### config.mk
export PLATFORM = sky130hd
export DESIGN_NAME = lcd_init_sequencer
export DESIGN_NICKNAME = d
export VERILOG_FILES = /design/src/rtl/lcd_pkg.sv /design/src/rtl/lcd_init_rom.sv /design/src/rtl/lcd_init_sequencer.sv
export SDC_FILE = /design/constraint.sdc
export NUM_CORES = 1
export LEC_CHECK = 0
export CAP_MARGIN = 20
export CORE_MARGIN = 3
export CORE_UTILIZATION = 40
export DETAILED_ROUTE_END_ITERATION = 7
export PLACE_DENSITY = 0.67
export SKIP_LAST_GASP = 1
export SLEW_MARGIN = 20
export SYNTH_ARGS = -nofsm -noshare
export SYNTH_HDL_FRONTEND = slang
export SYNTH_SLANG_ARGS = --single-unit
export TNS_END_PERCENT = 100
### constraint.sdc
create_clock -name clk -period 6.2 [get_ports clk]
set_input_delay 1.24 -clock clk [delete_from_list [all_inputs] [get_ports clk]]
set_output_delay 1.24 -clock clk [all_outputs]
set_load 0.01 [all_outputs]
### src/rtl/lcd_pkg.sv
// Shared types for the LCD init sequencer: ROM entry layout, opcodes, FSM states.
// Latency: n/a (types and constants only).
// Backpressure: n/a.
package lcd_pkg;

    localparam int ROM_ENTRY_W = 10;

    typedef enum logic [1:0] {
        OP_CMD   = 2'b00,
        OP_DATA  = 2'b01,
        OP_DELAY = 2'b10,
        OP_END   = 2'b11
    } rom_op_e;

    typedef struct packed {
        rom_op_e    op;
        logic [7:0] arg;
    } rom_entry_t;

    typedef enum logic [3:0] {
        ST_IDLE,
        ST_RST_LOW,
        ST_RST_WAIT,
        ST_FETCH,
        ST_DECODE,
        ST_SEND,
        ST_WAIT_DONE,
        ST_DELAY,
        ST_FINISH
    } seq_state_e;

    function automatic rom_entry_t rom_entry(input rom_op_e op, input logic [7:0] arg);
        rom_entry_t e;
        e.op  = op;
        e.arg = arg;
        return e;
    endfunction

    function automatic int max3(input int a, input int b, input int c);
        int m;
        m = (a > b) ? a : b;
        return (m > c) ? m : c;
    endfunction

endpackage

### src/rtl/lcd_init_rom.sv
// Init-sequence ROM: case-table contents, selectable image, registered read.
// Latency: 1 cycle from addr_i to data_o.
// Backpressure: none; reads every cycle, unused addresses return END.
module lcd_init_rom
    import lcd_pkg::*;
#(
    parameter int ROM_DEPTH = 64,
    parameter int ROM_IMAGE = 0,
    localparam int AW = (ROM_DEPTH > 1) ? $clog2(ROM_DEPTH) : 1
) (
    input  logic          clk,
    input  logic [AW-1:0] addr_i,
    output rom_entry_t    data_o
);

    rom_entry_t entry_d;
    rom_entry_t data_q;

    // Table lookup. Image 0 is the panel bring-up list; image 1 is a short
    // list with no terminator, used when the ROM depth alone ends the run.
    always_comb begin
        entry_d = rom_entry(OP_END, 8'h00);
        if (ROM_IMAGE == 1) begin
            case (32'(addr_i))
                32'd0:   entry_d = rom_entry(OP_CMD,   8'h11);
                32'd1:   entry_d = rom_entry(OP_DELAY, 8'h00);
                32'd2:   entry_d = rom_entry(OP_DATA,  8'h3C);
                32'd3:   entry_d = rom_entry(OP_CMD,   8'h29);
                default: entry_d = rom_entry(OP_END,   8'h00);
            endcase
        end else begin
            case (32'(addr_i))
                32'd0:   entry_d = rom_entry(OP_CMD,   8'h01);
                32'd1:   entry_d = rom_entry(OP_DELAY, 8'h05);
                32'd2:   entry_d = rom_entry(OP_DATA,  8'hA5);
                32'd3:   entry_d = rom_entry(OP_END,   8'h00);
                default: entry_d = rom_entry(OP_END,   8'h00);
            endcase
        end
    end

    // Synchronous read port.
    always_ff @(posedge clk) begin
        data_q <= entry_d;
    end

    assign data_o = data_q;

endmodule

### src/rtl/lcd_init_sequencer.sv
// Walks the init ROM: pulses LCD reset, then issues command/data bytes to an SPI master with delays.
// Latency: reset phase RST_LOW_MS+RST_WAIT_MS ms, then ~3 cycles per entry plus SPI and delay time.
// Backpressure: holds each byte in SEND while spi_busy=1; waits for spi_done before the next entry.
module lcd_init_sequencer
    import lcd_pkg::*;
#(
    parameter int CLK_PER_MS  = 16000,
    parameter int RST_LOW_MS  = 10,
    parameter int RST_WAIT_MS = 120,
    parameter int ROM_DEPTH   = 64,
    parameter int ROM_IMAGE   = 0
) (
    input  logic       clk,
    input  logic       reset_n,
    input  logic       init_start,
    output logic       init_busy,
    output logic       init_done,
    output logic       lcd_rst_n,
    output logic       spi_start,
    output logic [7:0] spi_data,
    output logic       spi_dc,
    input  logic       spi_busy,
    input  logic       spi_done
);

    localparam int AW     = (ROM_DEPTH > 1) ? $clog2(ROM_DEPTH) : 1;
    localparam int PW     = (CLK_PER_MS > 1) ? $clog2(CLK_PER_MS) : 1;
    localparam int MS_MAX = max3(RST_LOW_MS, RST_WAIT_MS, 255);
    localparam int MW     = $clog2(MS_MAX + 1);

    localparam logic [PW-1:0] PRESC_LAST    = PW'(CLK_PER_MS - 1);
    localparam logic [MW-1:0] RST_LOW_LAST  = MW'(RST_LOW_MS - 1);
    localparam logic [MW-1:0] RST_WAIT_LAST = MW'(RST_WAIT_MS - 1);
    localparam logic [AW-1:0] ADDR_LAST     = AW'(ROM_DEPTH - 1);

    seq_state_e    state_q;
    logic [AW-1:0] addr_q;
    logic [PW-1:0] presc_q;
    logic [MW-1:0] ms_q;
    logic [MW-1:0] ms_last_q;
    logic          init_busy_q;
    logic          init_done_q;
    logic          lcd_rst_n_q;
    logic          spi_start_q;
    logic [7:0]    spi_data_q;
    logic          spi_dc_q;

    rom_entry_t    rom_q;
    logic          tick_d;
    logic          expire_d;
    logic          timed_d;
    seq_state_e    adv_state_d;
    logic [AW-1:0] adv_addr_d;

    lcd_init_rom #(
        .ROM_DEPTH (ROM_DEPTH),
        .ROM_IMAGE (ROM_IMAGE)
    ) u_rom (
        .clk    (clk),
        .addr_i (addr_q),
        .data_o (rom_q)
    );

    // Timer end-of-phase and "entry finished" next address/state; the last
    // ROM slot ends the run instead of wrapping back to address 0.
    always_comb begin
        tick_d      = (presc_q == PRESC_LAST);
        expire_d    = tick_d && (ms_q == ms_last_q);
        timed_d     = (state_q == ST_RST_LOW) || (state_q == ST_RST_WAIT) || (state_q == ST_DELAY);
        adv_state_d = (addr_q == ADDR_LAST) ? ST_FINISH : ST_FETCH;
        adv_addr_d  = (addr_q == ADDR_LAST) ? addr_q : addr_q + AW'(1);
    end

    // Sequencer FSM with registered outputs and the shared ms timer.
    always_ff @(posedge clk) begin
        if (!reset_n) begin
            state_q     <= ST_IDLE;
            addr_q      <= '0;
            presc_q     <= '0;
            ms_q        <= '0;
            ms_last_q   <= '0;
            init_busy_q <= 1'b0;
            init_done_q <= 1'b0;
            lcd_rst_n_q <= 1'b1;
            spi_start_q <= 1'b0;
            spi_data_q  <= 8'h00;
            spi_dc_q    <= 1'b0;
        end else begin
            spi_start_q <= 1'b0;
            init_done_q <= 1'b0;

            if (timed_d) begin
                if (expire_d) begin
                    presc_q <= '0;
                    ms_q    <= '0;
                end else if (tick_d) begin
                    presc_q <= '0;
                    ms_q    <= ms_q + MW'(1);
                end else begin
                    presc_q <= presc_q + PW'(1);
                end
            end

            case (state_q)
                ST_IDLE: begin
                    if (init_start) begin
                        state_q     <= ST_RST_LOW;
                        addr_q      <= '0;
                        presc_q     <= '0;
                        ms_q        <= '0;
                        ms_last_q   <= RST_LOW_LAST;
                        init_busy_q <= 1'b1;
                        lcd_rst_n_q <= 1'b0;
                    end
                end
                ST_RST_LOW: begin
                    if (expire_d) begin
                        state_q     <= ST_RST_WAIT;
                        ms_last_q   <= RST_WAIT_LAST;
                        lcd_rst_n_q <= 1'b1;
                    end
                end
                ST_RST_WAIT: begin
                    if (expire_d) begin
                        state_q <= ST_FETCH;
                    end
                end
                ST_FETCH: begin
                    state_q <= ST_DECODE;
                end
                ST_DECODE: begin
                    case (rom_q.op)
                        OP_CMD, OP_DATA: begin
                            spi_data_q <= rom_q.arg;
                            spi_dc_q   <= (rom_q.op == OP_DATA);
                            state_q    <= ST_SEND;
                        end
                        OP_DELAY: begin
                            if (rom_q.arg != 8'h00) begin
                                presc_q   <= '0;
                                ms_q      <= '0;
                                ms_last_q <= MW'(rom_q.arg) - MW'(1);
                                state_q   <= ST_DELAY;
                            end else begin
                                addr_q  <= adv_addr_d;
                                state_q <= adv_state_d;
                            end
                        end
                        default: begin
                            state_q <= ST_FINISH;
                        end
                    endcase
                end
                ST_SEND: begin
                    if (!spi_busy) begin
                        spi_start_q <= 1'b1;
                        state_q     <= ST_WAIT_DONE;
                    end
                end
                ST_WAIT_DONE: begin
                    if (spi_done) begin
                        addr_q  <= adv_addr_d;
                        state_q <= adv_state_d;
                    end
                end
                ST_DELAY: begin
                    if (expire_d) begin
                        addr_q  <= adv_addr_d;
                        state_q <= adv_state_d;
                    end
                end
                ST_FINISH: begin
                    init_done_q <= 1'b1;
                    init_busy_q <= 1'b0;
                    state_q     <= ST_IDLE;
                end
                default: begin
                    state_q <= ST_IDLE;
                end
            endcase
        end
    end

    assign init_busy = init_busy_q;
    assign init_done = init_done_q;
    assign lcd_rst_n = lcd_rst_n_q;
    assign spi_start = spi_start_q;
    assign spi_data  = spi_data_q;
    assign spi_dc    = spi_dc_q;

endmodule

# ---- Yosys cells after proc, flatten, opt, wreduce, memory -nomap -nowiden
# Cells that the tools add are included.
dict set report word_totals {
  regBits 63
  out_inout_bits 13
}
dict set report op_classes {
  n_addsub 4
  eq_ne 24
  muxes 44
  n_reduce_logical 19
}
# cell n
set ops {}
lappend ops {{$mux 14} 6}
lappend ops {{$mux 8} 10}
lappend ops {{$mux 6} 6}
lappend ops {{$mux 4} 8}
lappend ops {{$pmux 4 s8} 1}
lappend ops {{$pmux 10 s3} 1}
lappend ops {{$pmux 14 s2} 1}
lappend ops {{$pmux 6 s4} 1}
lappend ops {{$pmux 8 s3} 1}
lappend ops {{$ne 2x2->1 const B} 9}
lappend ops {{$eq 4x3->1 const B} 4}
lappend ops {{$pmux 8 s2} 1}
lappend ops {{$add 14x1->14 const B} 1}
lappend ops {{$eq 14x14->1 const B} 1}
lappend ops {{$reduce_and 6->1} 2}
lappend ops {{$add 8x1->8 const B} 1}
lappend ops {{$eq 4x2->1 const B} 2}
lappend ops {{$eq 8x8->1} 1}
lappend ops {{$pmux 4 s2} 1}
lappend ops {{$reduce_bool 8->1} 1}
lappend ops {{$sub 8x1->8 const B} 1}
lappend ops {{$add 6x1->6 const B} 1}
lappend ops {{$eq 6x1->1 const B} 1}
lappend ops {{$eq 6x2->1 const B} 1}
lappend ops {{19 further kinds} 28}

# ---- Longest topological paths before layout
dict set report logic_depth {
  depth_word 7
  mapped_depth 9
}

# ---- Hierarchy
# Synthesis repeated with hierarchy kept, for this count alone.
dict set report unflattened {
  hier_cells 367
  area_unflattened_um2 3163.0
}
# mod instances cells_per_inst area_each_um2 seq_area_each_um2
set modules_own_cells {}
lappend modules_own_cells {lcd_init_sequencer 1 349 2972.9 1061.0}
lappend modules_own_cells {lcd_init_rom 1 18 190.2 100.1}

# ---- Worst setup path after synthesis
# No wires, ideal clock.
dict set report synth_path {
  path_type {input -> register}
  start {in init_start}
  end {reg addr_q[5]}
  t_arrival_ns 2.215
  t_required_ns 6.078
  slack_ns 3.863
  path_stages 6
  cell_sequence {or3_1 > o21a_1 > o21ai_0 > a211o_1 > or2_4 > o21ai_1}
}
dict set report synth_between {
  elab_chain_len 2
}
# element line
set synth_lines {}
lappend synth_lines {{from (decl)} lcd_init_sequencer.sv:15} ;# input logic init_start,
lappend synth_lines {{$ne 2x2->1 (no line)} -}
lappend synth_lines {{$reduce_and 6->1 (no line)} -}
lappend synth_lines {{to (signal assigned)} lcd_init_sequencer.sv:145} ;# addr_q <= adv_addr_d;
lappend synth_lines {{to (signal assigned)} lcd_init_sequencer.sv:162} ;# addr_q <= adv_addr_d;
lappend synth_lines {{to (signal assigned)} lcd_init_sequencer.sv:168} ;# addr_q <= adv_addr_d;
lappend synth_lines {{to (decl)} lcd_init_sequencer.sv:37} ;# logic [AW-1:0] addr_q;
# Every way passes these cells.
# A chain may end at the register's enable or synchronous reset.

# ---- Worst setup path after layout
dict set report layout_path {
  start {in init_start}
  end {reg presc_q[1]}
}
dict set report layout_between {
  elab_chain_len 2
}
# element line
set layout_lines {}
lappend layout_lines {{$mux 14} lcd_init_sequencer.sv:106} ;# if (init_start) begin
lappend layout_lines {{$pmux 14 s2} lcd_init_sequencer.sv:104} ;# case (state_q)
lappend layout_lines {{to (signal assigned)} lcd_init_sequencer.sv:100} ;# presc_q <= presc_q + PW'(1);
lappend layout_lines {{to (decl)} lcd_init_sequencer.sv:38} ;# logic [PW-1:0] presc_q;
# Every way passes these cells.

==> flow_summary.yaml <==
clock_tree:
  holdBufCountCts: 0
  clkSlewWorstSetupHoldPaths_ns: 0.09
  ctsRootBufferMaster: "clkbuf_8"
  h-tree-depth: 2
  clock_path_buffers: 2
  ctsResizeCount: 0
  cts_buffers: 5
  clk_latency_ns: 0.31
  cts.sinks: 53
  cts_tree: "built"
  post-cts-setup-buffers: 0
logic_synthesis:
  ys_warn_count: 0
  ys_async_sr_fraction_pct: 0
  synth-seq-cells: 53
  synth_area_um2: 2790
  synth.area.top_cells: "dfxtp_1 38%, xor2_1 5.6%, nor2_1 4.6%"
  ys_seq_area_share_pct: 38.0
  synth_area_leader_cell: "dfxtp_1"
  synth_top_area_share_pct: 38.0
  synth_edf_count: 0
  syn_area_per_cell_um2: 8.36
  ys.flop_type: "dfxtp_1"
  synth.most_common_cell: "dfxtp_1"
  syn_inst: 334
  synth_cell_types: 56
  synth_common_cells: "53 x dfxtp_1, 34 x nor2_1, 32 x nand2_1, 18 x xor2_1, 15 x nand3_1"
floorplan:
  initial_utilization_pct: 42.5
  die_w_um: 89.5
  die-height_um: 89.5
  dieArea_um2: 8020
  io_pins: 18
  core_area_um2: 6570
  fp-row-count: 29
routing:
  wl_mm: 5.51
  ant_nets: 0
  vias: 2251
  first_iter_violations: 145
  dr.pass1.iters: 4
  wl_per_cell_um: 12.8
  drc: 0
  avgViaCountPerCell: 5.22
timing:
  hold_violations: 0
  clock_skew_ns: 0.0106
  fmax_ghz: 0.366
  period_share_pct: 44.1
  slew_headroom_pct: 52.6
  finalCriticalPeriod_ns: 2.74
  setup_viol: 0
  tightestPinTransition_ns: 0.705
  rsz0062_at_grt: "false"
  setup_tns_ns: 0
  slew_viol_final: 0
placed_design:
  dp_hpwl_mm: 3.86
  placed_cell_area_um2: 2950
  io_buffers: 13
  globalplace.congestion: 0.777
worst_setup_path:
  cp_max_fo: 13
  reg2reg_to: "presc_q[11]$_SDFF_PN0_"
  reg2regPathDepth: 6
  worstSetupStartpoint: "init_start"
  cp_cell_sequence: "clkdlybuf4s50_1 -> nor2b_1 -> o21ai_1 -> and2_1 -> nand2_2 -> a21oi_1"
  reg2reg_from: "state_q[2]$_SDFFE_PN0P_"
  r2r_slack_ns: 3.84
  crit_type: "input port to register"
  start_kind: "input port"
  crit_path_top_delay_cell: "clkdlybuf4s50_1"
  required_ns: 6.44
  cp_data_arrival_time_ns: 2.97
  max_stage_delay_ns: 0.46
  critPathCaptureType: "register"
flow_run:
  cap_violations: 0
global_routing:
  grt_overflow: 0
  grt_max_degree: 38
  grt_pass1_vias: 2098
  grt_first_pass_wirelength_mm: 9.42
  antenna_found_initial: 0
  grt_use_total_pct: 14.8
layout:
  drive_above_1_share_pct: 6.21
  syn_to_final_growth_pct: 8.87
  nets: 352
  post-route-util_pct: 46.3
  post-route-cell-area_um2: 3040
  n_antenna_cell: 0
power:
  p_total_uw: 908
  peakVddDrop_uv: 219
  power_density_nw_per_um2: 299
  p_leak_nw: 1.13
worst_hold_path:
  min_path_cells: 2
  worst_hold_startpoint: "spi_data[2]$_SDFFE_PN0P_"
  hold_end: "spi_data[2]$_SDFFE_PN0P_"
  hold_class: "register to register"
outcome:
  outcome: "complete, no violations"
[sequential cells by signal, indices dropped and copies added (netlist names)]
| register | flops |
|---|---|
| u_rom.data_o | 5 |
| spi_start | 1 |
| ms_last_q | 8 |
| init_done | 1 |
| presc_q | 14 |
| spi_dc | 1 |
| ms_q | 8 |
| init_busy | 1 |
| spi_data | 3 |
| lcd_rst_n | 1 |
| state_q | 4 |
| addr_q | 6 |
[per-layer routing]
layer,share of wire [%],GRT usage (%),wire length [µm],vias to the layer above
met5,0,0,0,-
met1,51,19.8,2810,1049
li1,-,-,-,1176
met4,0.96,4.47,53,0
met2,46,23.8,2510,21
met3,2.5,3.13,137,5
[how the worst max path moves through the flow]
stage	to	slack, ns	cells past startpoint
6_report	presc_q[1]$_SDFF_PN0_	3.46	6
5_1_grt	presc_q[11]$_SDFF_PN0_	3.29	6
4_1_cts	presc_q[1]$_SDFF_PN0_	3.47	6
3_5_place_dp	presc_q[1]$_SDFF_PN0_	3.14	6
3_3_place_gp	presc_q[1]$_SDFF_PN0_	3.20	6
2_1_floorplan	addr_q[5]$_SDFFE_PN0P_	3.86	6
[cells by family (layout without fill, tap and decap cells)]
kind of cell               Yosys count  after routing  share of synthesized area, %
buffers and inverters               29             30                          5.06
DFF                                 53             53                          38.0
and+or+nand+nor                    147            147                          27.6
xor gates and xnor gates            24             24                          7.53
other                                1              4                         0.134
AOI/OAI and AO/OA                   68             68                          16.5
adders and majority gates            9              9                          4.03
muxes                                3              3                          1.12
[critical path: cells and delay by family]
kind | cells | cell delay [ns]
buffers and inverters | 1 | 0.46
and+or+nand+nor | 3 | 0.64
AOI/OAI and AO/OA | 2 | 0.63
[final cells by class]
class | instances | area, µm²
clock buffers | 6 | 82.6
clock inverters | 1 | 7.51
fillers | 667 | 3530
inverters | 9 | 33.8
multi-input cells | 255 | 1600
flip-flops and latches | 53 | 1060
well taps | 93 | 116
repair buffers | 14 | 138
[report_power, final]
part | internal, mW | switching, mW
sequential | 0.375 | 0.0530
clock | 0.0886 | 0.112
combinational | 0.112 | 0.167
total | 0.576 | 0.332
[metrics by stage]
stage / cells / worst slack [ns] / hold slack [ns]
final: 431 / 3.46 / 0.481
after global routing: 431 / 3.29 / 0.507
after CTS: 431 / 3.47 / 0.473
after detailed placement: 424 / 3.14 / 0.458
after global placement: 424 / 3.20 / 0.458
after floorplan: 337 / 3.86 / 0.436
[cell usage in the layout, fill, tap and decap left out, types with 9 or more instances in the layout]
| cell | n |
|---|---|
| and3_1 | 12 |
| nand2_1 | 32 |
| nor3_1 | 9 |
| xor2_1 | 18 |
| nor2_1 | 34 |
| inv_1 | 9 |
| dfxtp_1 | 53 |
| ha_1 | 9 |
| clkdlybuf4s50_1 | 13 |
| o21ai_0 | 14 |
| nand3_1 | 15 |
| a21oi_1 | 12 |
Power figures use the tool's default switching activity.
